<file path="src/rtl/dl_ram_arbiter_pkg.sv">
`default_nettype none
// ============================================================================
// Package     : ti99_dl_pkg
// Description : Shared types for the download/CPU RAM arbiter: arbiter states,
//               download FIFO entry, default region bases, index decode.
// Revision    : 1.0 - initial release
// ============================================================================
package ti99_dl_pkg;

    localparam int c_DL_ADDR_W = 17;

    localparam logic [c_DL_ADDR_W-1:0] c_BASE_C = 17'h00000;
    localparam logic [c_DL_ADDR_W-1:0] c_BASE_D = 17'h01000;
    localparam logic [c_DL_ADDR_W-1:0] c_BASE_G = 17'h0B000;

    typedef enum logic [2:0] {
        BOOT  = 3'd0,
        RUN   = 3'd1,
        LOAD  = 3'd2,
        FLUSH = 3'd3,
        HOLD  = 3'd4
    } dl_state_t;

    typedef enum logic [1:0] {
        REGION_C = 2'd0,
        REGION_D = 2'd1,
        REGION_G = 2'd2
    } dl_region_t;

    // lane = 1 selects the upper byte of the RAM word (even byte address)
    typedef struct packed {
        logic [c_DL_ADDR_W-1:0] addr;
        logic                   lane;
        logic [7:0]             data;
    } dl_entry_t;

    function automatic dl_region_t index_region(input logic [1:0] index);
        case (index)
            2'd2:    return REGION_D;
            2'd3:    return REGION_G;
            default: return REGION_C;
        endcase
    endfunction

endpackage
`default_nettype wire

</file>
<file path="src/rtl/dl_ram_arbiter_fifo.sv">
`default_nettype none
// ============================================================================
// Module      : dl_fifo
// Description : Synchronous first-word-fall-through FIFO of download entries.
// Revision    : 1.0 - initial release
// ============================================================================
module dl_fifo
    import ti99_dl_pkg::*;
#(
    parameter int DEPTH = 4,
    parameter int CNT_W = $clog2(DEPTH) + 1
) (
    input  logic             clk_sys,
    input  logic             reset,
    input  logic             push,
    input  logic             pop,
    input  dl_entry_t        din,
    output dl_entry_t        head,
    output logic             full,
    output logic             empty,
    output logic [CNT_W-1:0] count
);

    localparam int c_PTR_W = (DEPTH > 1) ? $clog2(DEPTH) : 1;

    dl_entry_t          r_mem [DEPTH];
    logic [c_PTR_W-1:0] r_wr_ptr;
    logic [c_PTR_W-1:0] r_rd_ptr;
    logic [CNT_W-1:0]   r_count;
    logic               w_do_push;
    logic               w_do_pop;

    assign empty     = (r_count == '0);
    assign full      = (r_count == CNT_W'(DEPTH));
    assign count     = r_count;
    assign head      = r_mem[r_rd_ptr];
    assign w_do_pop  = pop && !empty;
    // a full FIFO still takes a push when the head leaves in the same cycle
    assign w_do_push = push && (!full || w_do_pop);

    always_ff @(posedge clk_sys) begin
        if (w_do_push) begin
            r_mem[r_wr_ptr] <= din;
        end
    end

    always_ff @(posedge clk_sys) begin
        if (reset) begin
            r_wr_ptr <= '0;
            r_rd_ptr <= '0;
            r_count  <= '0;
        end else begin
            if (w_do_push) begin
                r_wr_ptr <= r_wr_ptr + c_PTR_W'(1);
            end
            if (w_do_pop) begin
                r_rd_ptr <= r_rd_ptr + c_PTR_W'(1);
            end
            case ({w_do_push, w_do_pop})
                2'b10:   r_count <= r_count + CNT_W'(1);
                2'b01:   r_count <= r_count - CNT_W'(1);
                default: r_count <= r_count;
            endcase
        end
    end

endmodule
`default_nettype wire

</file>
<file path="src/rtl/dl_ram_arbiter.sv">
`default_nettype none
// ============================================================================
// Module      : dl_ram_arbiter
// Description : Shares the CPU RAM port between the ep994a CPU and the HPS
//               ioctl download stream, and sequences the console hold-reset.
// Options     : DL_CHECKSUM_EN adds the dl_sum download checksum output.
// Revision    : 1.0 - initial release
// ============================================================================
module dl_ram_arbiter
    import ti99_dl_pkg::*;
#(
    parameter int                ADDR_W      = c_DL_ADDR_W,
    parameter int                FIFO_DEPTH  = 4,
    parameter int                HOLD_CYCLES = 255,
    parameter logic [ADDR_W-1:0] BASE_C      = c_BASE_C,
    parameter logic [ADDR_W-1:0] BASE_D      = c_BASE_D,
    parameter logic [ADDR_W-1:0] BASE_G      = c_BASE_G
) (
    input  logic              clk_sys,
    input  logic              reset,
    input  logic              ioctl_download,
    input  logic [7:0]        ioctl_index,
    input  logic              ioctl_wr,
    input  logic [24:0]       ioctl_addr,
    input  logic [7:0]        ioctl_dout,
    input  logic [ADDR_W-1:0] cpu_a,
    input  logic              cpu_ce_n,
    input  logic              cpu_we_n,
    input  logic [1:0]        cpu_be_n,
    input  logic [15:0]       cpu_d,
    output logic [15:0]       cpu_q,
    output logic [ADDR_W-1:0] ram_a,
    output logic              ram_we,
    output logic [1:0]        ram_be,
    output logic [15:0]       ram_d,
    input  logic [15:0]       ram_q,
`ifdef DL_CHECKSUM_EN
    output logic [15:0]       dl_sum,
`endif
    output logic              console_reset,
    output logic              dl_busy,
    output logic              dl_overflow
);

    localparam int c_CNT_W  = $clog2(FIFO_DEPTH) + 1;
    localparam int c_HOLD_W = $clog2(HOLD_CYCLES + 2);

    dl_state_t           r_state;
    dl_state_t           w_state_next;
    logic [c_HOLD_W-1:0] r_hold_cnt;
    logic                r_overflow;

    logic                w_accept;
    logic                w_push;
    logic                w_pop;
    logic                w_drop;
    logic                w_full;
    logic                w_empty;
    logic                w_load_entry;
    logic [ADDR_W-1:0]   w_base;
    logic [ADDR_W-1:0]   w_word;
    dl_entry_t           w_entry;
    dl_entry_t           w_head;
    logic [c_CNT_W-1:0]  w_unused_count;
    logic                w_unused_idx;

    assign w_unused_idx = ^ioctl_index[7:2];

    // bytes beyond 256 KiB of a file have no RAM region and are discarded
    assign w_accept = ioctl_wr && (ioctl_addr[24:18] == 7'd0);
    assign w_push   = w_accept;
    assign w_pop    = cpu_ce_n && !w_empty;
    assign w_drop   = w_accept && w_full && !w_pop;

    always_comb begin
        w_base = BASE_C;
        case (index_region(ioctl_index[1:0]))
            REGION_D: w_base = BASE_D;
            REGION_G: w_base = BASE_G;
            default:  w_base = BASE_C;
        endcase
    end

    assign w_word        = ADDR_W'(ioctl_addr[17:1]) + w_base;
    assign w_entry.addr  = c_DL_ADDR_W'(w_word);
    assign w_entry.lane  = ~ioctl_addr[0];
    assign w_entry.data  = ioctl_dout;

    dl_fifo #(
        .DEPTH (FIFO_DEPTH),
        .CNT_W (c_CNT_W)
    ) u_fifo (
        .clk_sys (clk_sys),
        .reset   (reset),
        .push    (w_push),
        .pop     (w_pop),
        .din     (w_entry),
        .head    (w_head),
        .full    (w_full),
        .empty   (w_empty),
        .count   (w_unused_count)
    );

    // CPU always wins; the download stream only uses cycles the CPU leaves idle
    always_comb begin
        ram_a  = cpu_a;
        ram_we = 1'b0;
        ram_be = ~cpu_be_n;
        ram_d  = cpu_d;
        if (!cpu_ce_n) begin
            ram_we = ~cpu_we_n;
        end else if (!w_empty) begin
            ram_a  = ADDR_W'(w_head.addr);
            ram_we = 1'b1;
            ram_be = w_head.lane ? 2'b10 : 2'b01;
            ram_d  = {w_head.data, w_head.data};
        end
    end

    assign cpu_q = ram_q;

    always_comb begin
        w_state_next  = r_state;
        console_reset = 1'b1;
        dl_busy       = 1'b0;
        case (r_state)
            BOOT: begin
                if (ioctl_download) w_state_next = LOAD;
            end
            RUN: begin
                console_reset = 1'b0;
                if (ioctl_download) w_state_next = LOAD;
            end
            LOAD: begin
                dl_busy = 1'b1;
                if (!ioctl_download) w_state_next = FLUSH;
            end
            FLUSH: begin
                dl_busy = 1'b1;
                if (ioctl_download)  w_state_next = LOAD;
                else if (w_empty)    w_state_next = HOLD;
            end
            HOLD: begin
                if (ioctl_download)                        w_state_next = LOAD;
                else if (r_hold_cnt <= c_HOLD_W'(1))       w_state_next = RUN;
            end
            default: w_state_next = BOOT;
        endcase
    end

    assign w_load_entry = (w_state_next == LOAD) && (r_state != LOAD);

    always_ff @(posedge clk_sys) begin
        if (reset) begin
            r_state    <= BOOT;
            r_hold_cnt <= '0;
            r_overflow <= 1'b0;
        end else begin
            r_state <= w_state_next;
            if ((r_state == FLUSH) && (w_state_next == HOLD)) begin
                r_hold_cnt <= c_HOLD_W'(HOLD_CYCLES);
            end else if ((r_state == HOLD) && (r_hold_cnt != '0)) begin
                r_hold_cnt <= r_hold_cnt - c_HOLD_W'(1);
            end
            // a FLUSH->LOAD resume continues the same session, so keep the flag
            if (w_load_entry && (r_state != FLUSH)) begin
                r_overflow <= w_drop;
            end else if (w_drop) begin
                r_overflow <= 1'b1;
            end
        end
    end

    assign dl_overflow = r_overflow;

`ifdef DL_CHECKSUM_EN
    logic [15:0] r_sum;

    always_ff @(posedge clk_sys) begin
        if (reset) begin
            r_sum <= '0;
        end else if (w_load_entry) begin
            r_sum <= w_accept ? {8'd0, ioctl_dout} : 16'd0;
        end else if (w_accept) begin
            r_sum <= r_sum + {8'd0, ioctl_dout};
        end
    end

    assign dl_sum = r_sum;
`endif

endmodule
`default_nettype wire

</file>
<file path="config.mk">
export PLATFORM = sky130hd
export DESIGN_NAME = dl_ram_arbiter
export DESIGN_NICKNAME = d
export VERILOG_FILES = /design/src/rtl/dl_ram_arbiter_pkg.sv /design/src/rtl/dl_ram_arbiter_fifo.sv /design/src/rtl/dl_ram_arbiter.sv
export SDC_FILE = /design/constraint.sdc
export NUM_CORES = 1
export LEC_CHECK = 0
export ABC_AREA = 1
export ABC_CLOCK_PERIOD_IN_PS = 6900
export BUFFER_PORTS_ARGS = -buffer_cell sky130_fd_sc_hd__buf_2
export CAP_MARGIN = 30
export CORE_MARGIN = 2
export CORE_UTILIZATION = 57
export DETAILED_ROUTE_END_ITERATION = 16
export GPL_ROUTABILITY_DRIVEN = 0
export PLACE_DENSITY_LB_ADDON = 0.2
export SYNTH_ARGS = -nofsm -noshare
export SYNTH_HDL_FRONTEND = slang
export SYNTH_SLANG_ARGS = --single-unit
</file>
<file path="constraint.sdc">
create_clock -name clk_sys -period 6.9 [get_ports clk_sys]
set_input_delay 0.69 -clock clk_sys [delete_from_list [all_inputs] [get_ports clk_sys]]
set_output_delay 0.69 -clock clk_sys [all_outputs]
set_load 0.02 [all_outputs]
</file>
Yosys cells after proc, flatten, opt, wreduce, memory -nomap -nowiden
Memories as Yosys holds them, arrays and structs flattened. A register that Yosys moved wholly into a read port is not among the register bits.
Cells that the tools add are included.
- bitwise logic cells: 3
- div/mod/pow operators: 0
- add/sub/neg operators: 6
- order comparisons: 1
- reduce and logical (&&, ||, !) cells: 24
- muxes and demuxes: 29
- $mul: 0
- eq/ne operators: 15
- shift-type cells: 0
- operators with widths (operator ; number):
    $mux 17 ; 2
    $mux 16 ; 2
    $pmux 16 s2 ; 1
    $mux 3 ; 6
    $add 17x17->17 ; 1
    $mux 8 ; 2
    $pmux 3 s4 ; 1
    $logic_and 1x1->1 ; 10
    $mux 2 ; 5
    $eq 3x2->1 const B ; 3
    $eq 3x3->1 const B ; 3
    $le 9x1->1 const B ; 1
    $reduce_bool 9->1 ; 1
    $sub 9x1->9 const B ; 1
    $eq 2x2->1 const B ; 4
    $mux 1 ; 8
    $logic_not 7->1 ; 1
    $logic_not 3->1 ; 2
    $ne 3x2->1 const B ; 2
    $pmux 3 s2 ; 1
    $reduce_bool 2->1 ; 3
    $reduce_or 2->1 ; 3
    $add 2x1->2 const B ; 2
    $eq 2x1->1 const B ; 2
    8 further kinds ; 11
- memory bits (writable): 104
- memories: 1
- memory bits (read-only): 0
- input port bits: 98
- register bits after elaboration: 20
- logic and storage cells: 86
- output and inout port bits: 55
- bits in latches: 0
- memories (memory ; words ; bits a word ; rd ports ; clocked after Yosys merged registers in ; write ports ; RTL line ; RTL):
    u_fifo.r_mem ; 4 ; 26 ; 1 ; 1 ; 1 ; dl_ram_arbiter_fifo.sv:26 ; dl_entry_t r_mem [DEPTH];

Depth between registers and ports, before layout
- depth in word-level cells: 8
- depth in mapped cells: 12

Hierarchy
A second synthesis with hierarchy kept.
- cell total of the unflattened synthesis: 603
- area total of the unflattened synthesis: 5904.4 sq um
- by module, submodules not included (module ; cells each ; instances ; area an instance (sq um) ; sequential area each (sq um)):
    dl_fifo ; 318 ; 1 ; 4355.4 ; 3303.2
    dl_ram_arbiter ; 285 ; 1 ; 1549.0 ; 260.2

Least setup slack after synthesis
OpenSTA, ideal clock, no wires.
- kind: input to register
- from: input port ioctl_addr[23]
- to: memory u_fifo.r_mem[0][0] (netlist name), enable pin
- data required time: 6.491 ns
- slack: 4.225 ns
- arrival time: 2.266 ns
- library setup time: 0.409 ns
- stages: 5
- cell sequence: nor2_1 nand3b_1 nor2_1 nand2_1 nor2_1
- word-level cells in the longest chain between the ends: 5
- ends and longest elaborated chain (element ; RTL line ; RTL):
    start, declared ; dl_ram_arbiter.sv:24 ; input logic [24:0] ioctl_addr,
    $logic_not 7->1 ; dl_ram_arbiter.sv:70 ; assign w_accept = ioctl_wr && (ioctl_addr[24:18] == 7'd0);
    $logic_and 1x1->1 ; dl_ram_arbiter.sv:70 ;
    $logic_and 1x1->1 ; dl_ram_arbiter_fifo.sv:39 ; assign w_do_push = push && (!full || w_do_pop);
    $mux 1 ; dl_ram_arbiter_fifo.sv:42 ; if (w_do_push) begin
    $mux 1 (implied by the code) ; dl_ram_arbiter_fifo.sv:43 ; r_mem[r_wr_ptr] <= din;
    end, declared ; dl_ram_arbiter_fifo.sv:26 ;
No other way between the ends.

==> results.py <==
metrics = {
    "power_and_ir_drop": {
        "power.density_mw_per_mm2": 279,
        "p_total_mw": 1.96,
        "leakage_nw": 2.96,
        "peakVddDrop_uv": 172,
    },
    "setup_path": {
        "worstSetupPathType": "flop to output pin",
        "cp_data_arrival_time_ns": 3.02,
        "cp.required_ns": 6.21,
        "r2r-start": "u_fifo.count[0]$_SDFFE_PP0P_",
        "cp-end-kind": "output pin",
        "cp_max_fo": 53,
        "critPathLaunchType": "flop",
    },
    "synthesis": {
        "syn_area_mm2": 0.00592,
        "syn_inst": 570,
        "yosys_warnings": 0,
        "yosysSeqAreaShare_pct": 60.2,
        "synth.avg_cell_area_um2": 10.4,
        "synth_nets": 681,
        "ys_types": 36,
        "ys_ff_latch": 126,
    },
    "min_path": {
        "hp-start": "ioctl_addr[5]",
        "hp-class": "primary input to flop",
    },
    "drt": {
        "drc_errors": 0,
        "routedWlPerCell_um": 15.3,
        "wl_um": 12500,
        "drt_iter0_drc": 247,
        "final_antenna_net_count": 0,
        "avgViaCountPerCell": 5.31,
        "first_pass_iters": 5,
        "via_count": 4344,
    },
    "cts": {
        "htree_levels": 4,
        "cts_tree": "built",
        "cts_made_buffers": 17,
        "hold_buffers": 0,
        "cts_buffer_depth": 2,
        "path_clk_slew_ns": 0.06,
        "clockRootBuffer": "clkbuf_8",
        "clk-insertion-delay-late_ns": 0.51,
        "post-cts-setup-buffers": 0,
        "clock_sinks": 126,
        "cts_resized": 0,
    },
    "floorplan": {
        "boundaryPins": 153,
        "die_area_mm2": 0.0112,
        "design.core.area_mm2": 0.0102,
        "rows": 37,
        "die_x_um": 106,
        "initial_core_util_pct": 58.2,
        "fp.dieH_um": 106,
    },
    "cells_and_area": {
        "final_cells": 818,
        "fillers": 793,
        "final_nets": 780,
        "layout-drive-gt1-share_pct": 26.7,
        "final_cell_mix": "buf_2 (114), edfxtp_1 (104), nand2_1 (83)",
        "area_growth_syn_to_layout_pct": 18.5,
        "num_antenna_cells": 0,
        "layout_commonest_cell": "buf_2",
    },
    "timing": {
        "hold_viol_final": 0,
        "timing.fmax_mhz": 270,
        "min_period_ns": 3.71,
        "max_slew.worst_pin.slew_ns": 0.994,
        "rsz0062_at_grt": "false",
        "fin_ws_ns": 3.19,
        "fin_skew_ns": 0.0114,
        "setup_violations": 0,
        "drv_slew": 0,
        "whs_ns": 0.391,
        "period_share_pct": 53.7,
        "slew_headroom_pct": 33.8,
        "tns_ns": 0,
    },
    "grt": {
        "gr-total-overflow": 0,
        "grt_pass1_vias": 4474,
        "grt_max_degree": 54,
        "grt_pass1_wl_um": 20000,
        "antenna_found_initial": 1,
        "gr-usage-all-layers_pct": 23.1,
    },
    "place": {
        "dp.cells": 786,
        "pre_cts_slack_ns": 3.70,
        "io_buffers": 114,
        "hpwl_um": 7800,
    },
    "outcome": {
        "outcome": "finished clean",
    },
    "job": {
        "maxCapViolations": 0,
    },
}
==> worst paths after layout <==
check	end	slack, ns	depth (start not counted)
setup / recovery	ram_a[4]	3.19	6
hold / removal	u_fifo.r_mem[2][13]$_DFFE_PP_	0.39	1
setup reg to reg	u_fifo.count[2]$_SDFFE_PP0P_	4.45	11
hold reg to reg	u_fifo.r_rd_ptr[0]$_SDFFE_PP0P_	0.49	1
==> worst max-delay path, stage by stage, from the launching register on <==
cell	delay, ns
dfxtp_2	0.98
inv_2	0.62
o21ai_0	0.39
o22ai_1	0.15
mux2i_1	0.15
inv_1	0.05
buf_2	0.15
==> layer usage <==
metal / GRT usage, % / vias up / routed length (um)
met5: 0 / - / 0
met4: 11.1 / 0 / 255
met3: 6.32 / 31 / 664
met2: 41.0 / 123 / 6570
met1: 25.8 / 2049 / 5040
li1: - / 2141 / -
==> power by group <==
| group | switching [mW] | total (mW) | internal, mW |
|---|---|---|---|
| clock | 0.305 | 0.814 | 0.508 |
| sequential | 0.0225 | 0.855 | 0.833 |
| combinational | 0.185 | 0.289 | 0.103 |
| total | 0.513 | 1.96 | 1.44 |
==> metrics by stage <==
stage	cell area, um^2	utilization [%]
floorplan	5920	-
global placement	6460	63.4
detailed placement	6470	63.6
CTS	7020	68.9
global route	7020	68.9
finish	7020	68.9
==> synthesized netlist by cell type <==
master,number,area (um^2)
ha_1,11,138
xnor2_1,2,17.5
or2_2,1,6.26
nand3_1,13,65.1
a21oi_1,15,75.1
fa_1,2,40.0
edfxtp_1,104,3120
nor3_1,2,10.0
dfxtp_1,22,440
xor2_1,1,8.76
nand3b_1,1,7.51
nand3_4,1,17.5
nor2_4,1,11.3
mux2i_1,17,170
o21ai_1,32,160
nand2_4,2,22.5
clkinv_1,1,3.75
o211ai_1,1,7.51
inv_1,53,199
buf_4,18,135
o21ai_0,33,165
nand3_2,7,70.1
nor2_1,75,282
nor2_2,3,18.8
nand2_2,2,12.5
inv_2,6,22.5
buf_2,13,65.1
o22ai_1,26,163
a211oi_1,1,7.51
nand4_1,4,25.0
a21oi_2,8,70.1
buf_6,2,22.5
a21boi_1,1,7.51
nand2_1,83,312
clkbuf_1,5,18.8
buf_1,1,3.75
==> registers in the layout (all words and copies together) (netlist names), named ones only <==
name             count
dl_overflow          1
u_fifo.r_rd_ptr      2
u_fifo.r_mem       104
u_fifo.count         3
u_fifo.r_wr_ptr      2
r_hold_cnt           9
r_state              3
==> cell families after synthesis <==
family	count (synthesis)	share of synthesized area [%]
AOI/OAI and AO/OA	117	11.1
xor gates and xnor gates	3	0.444
adders and majority gates	13	3.00
buffers and inverters	99	7.94
DFF	126	60.2
muxes	17	2.87
and+or+nand+nor	195	14.5
==> final cells by class <==
class	instances	area, um^2	share of cell area (%)
inverters	60	225	3.21
repair buffers	119	616	8.77
flip-flops and latches	126	3560	50.8
well taps	136	170	2.42
clock buffers	20	425	6.06
clock inverters	12	121	1.73
multi-input cells	345	1900	27.0
No activity file was read; power rests on OpenSTA's default activity.
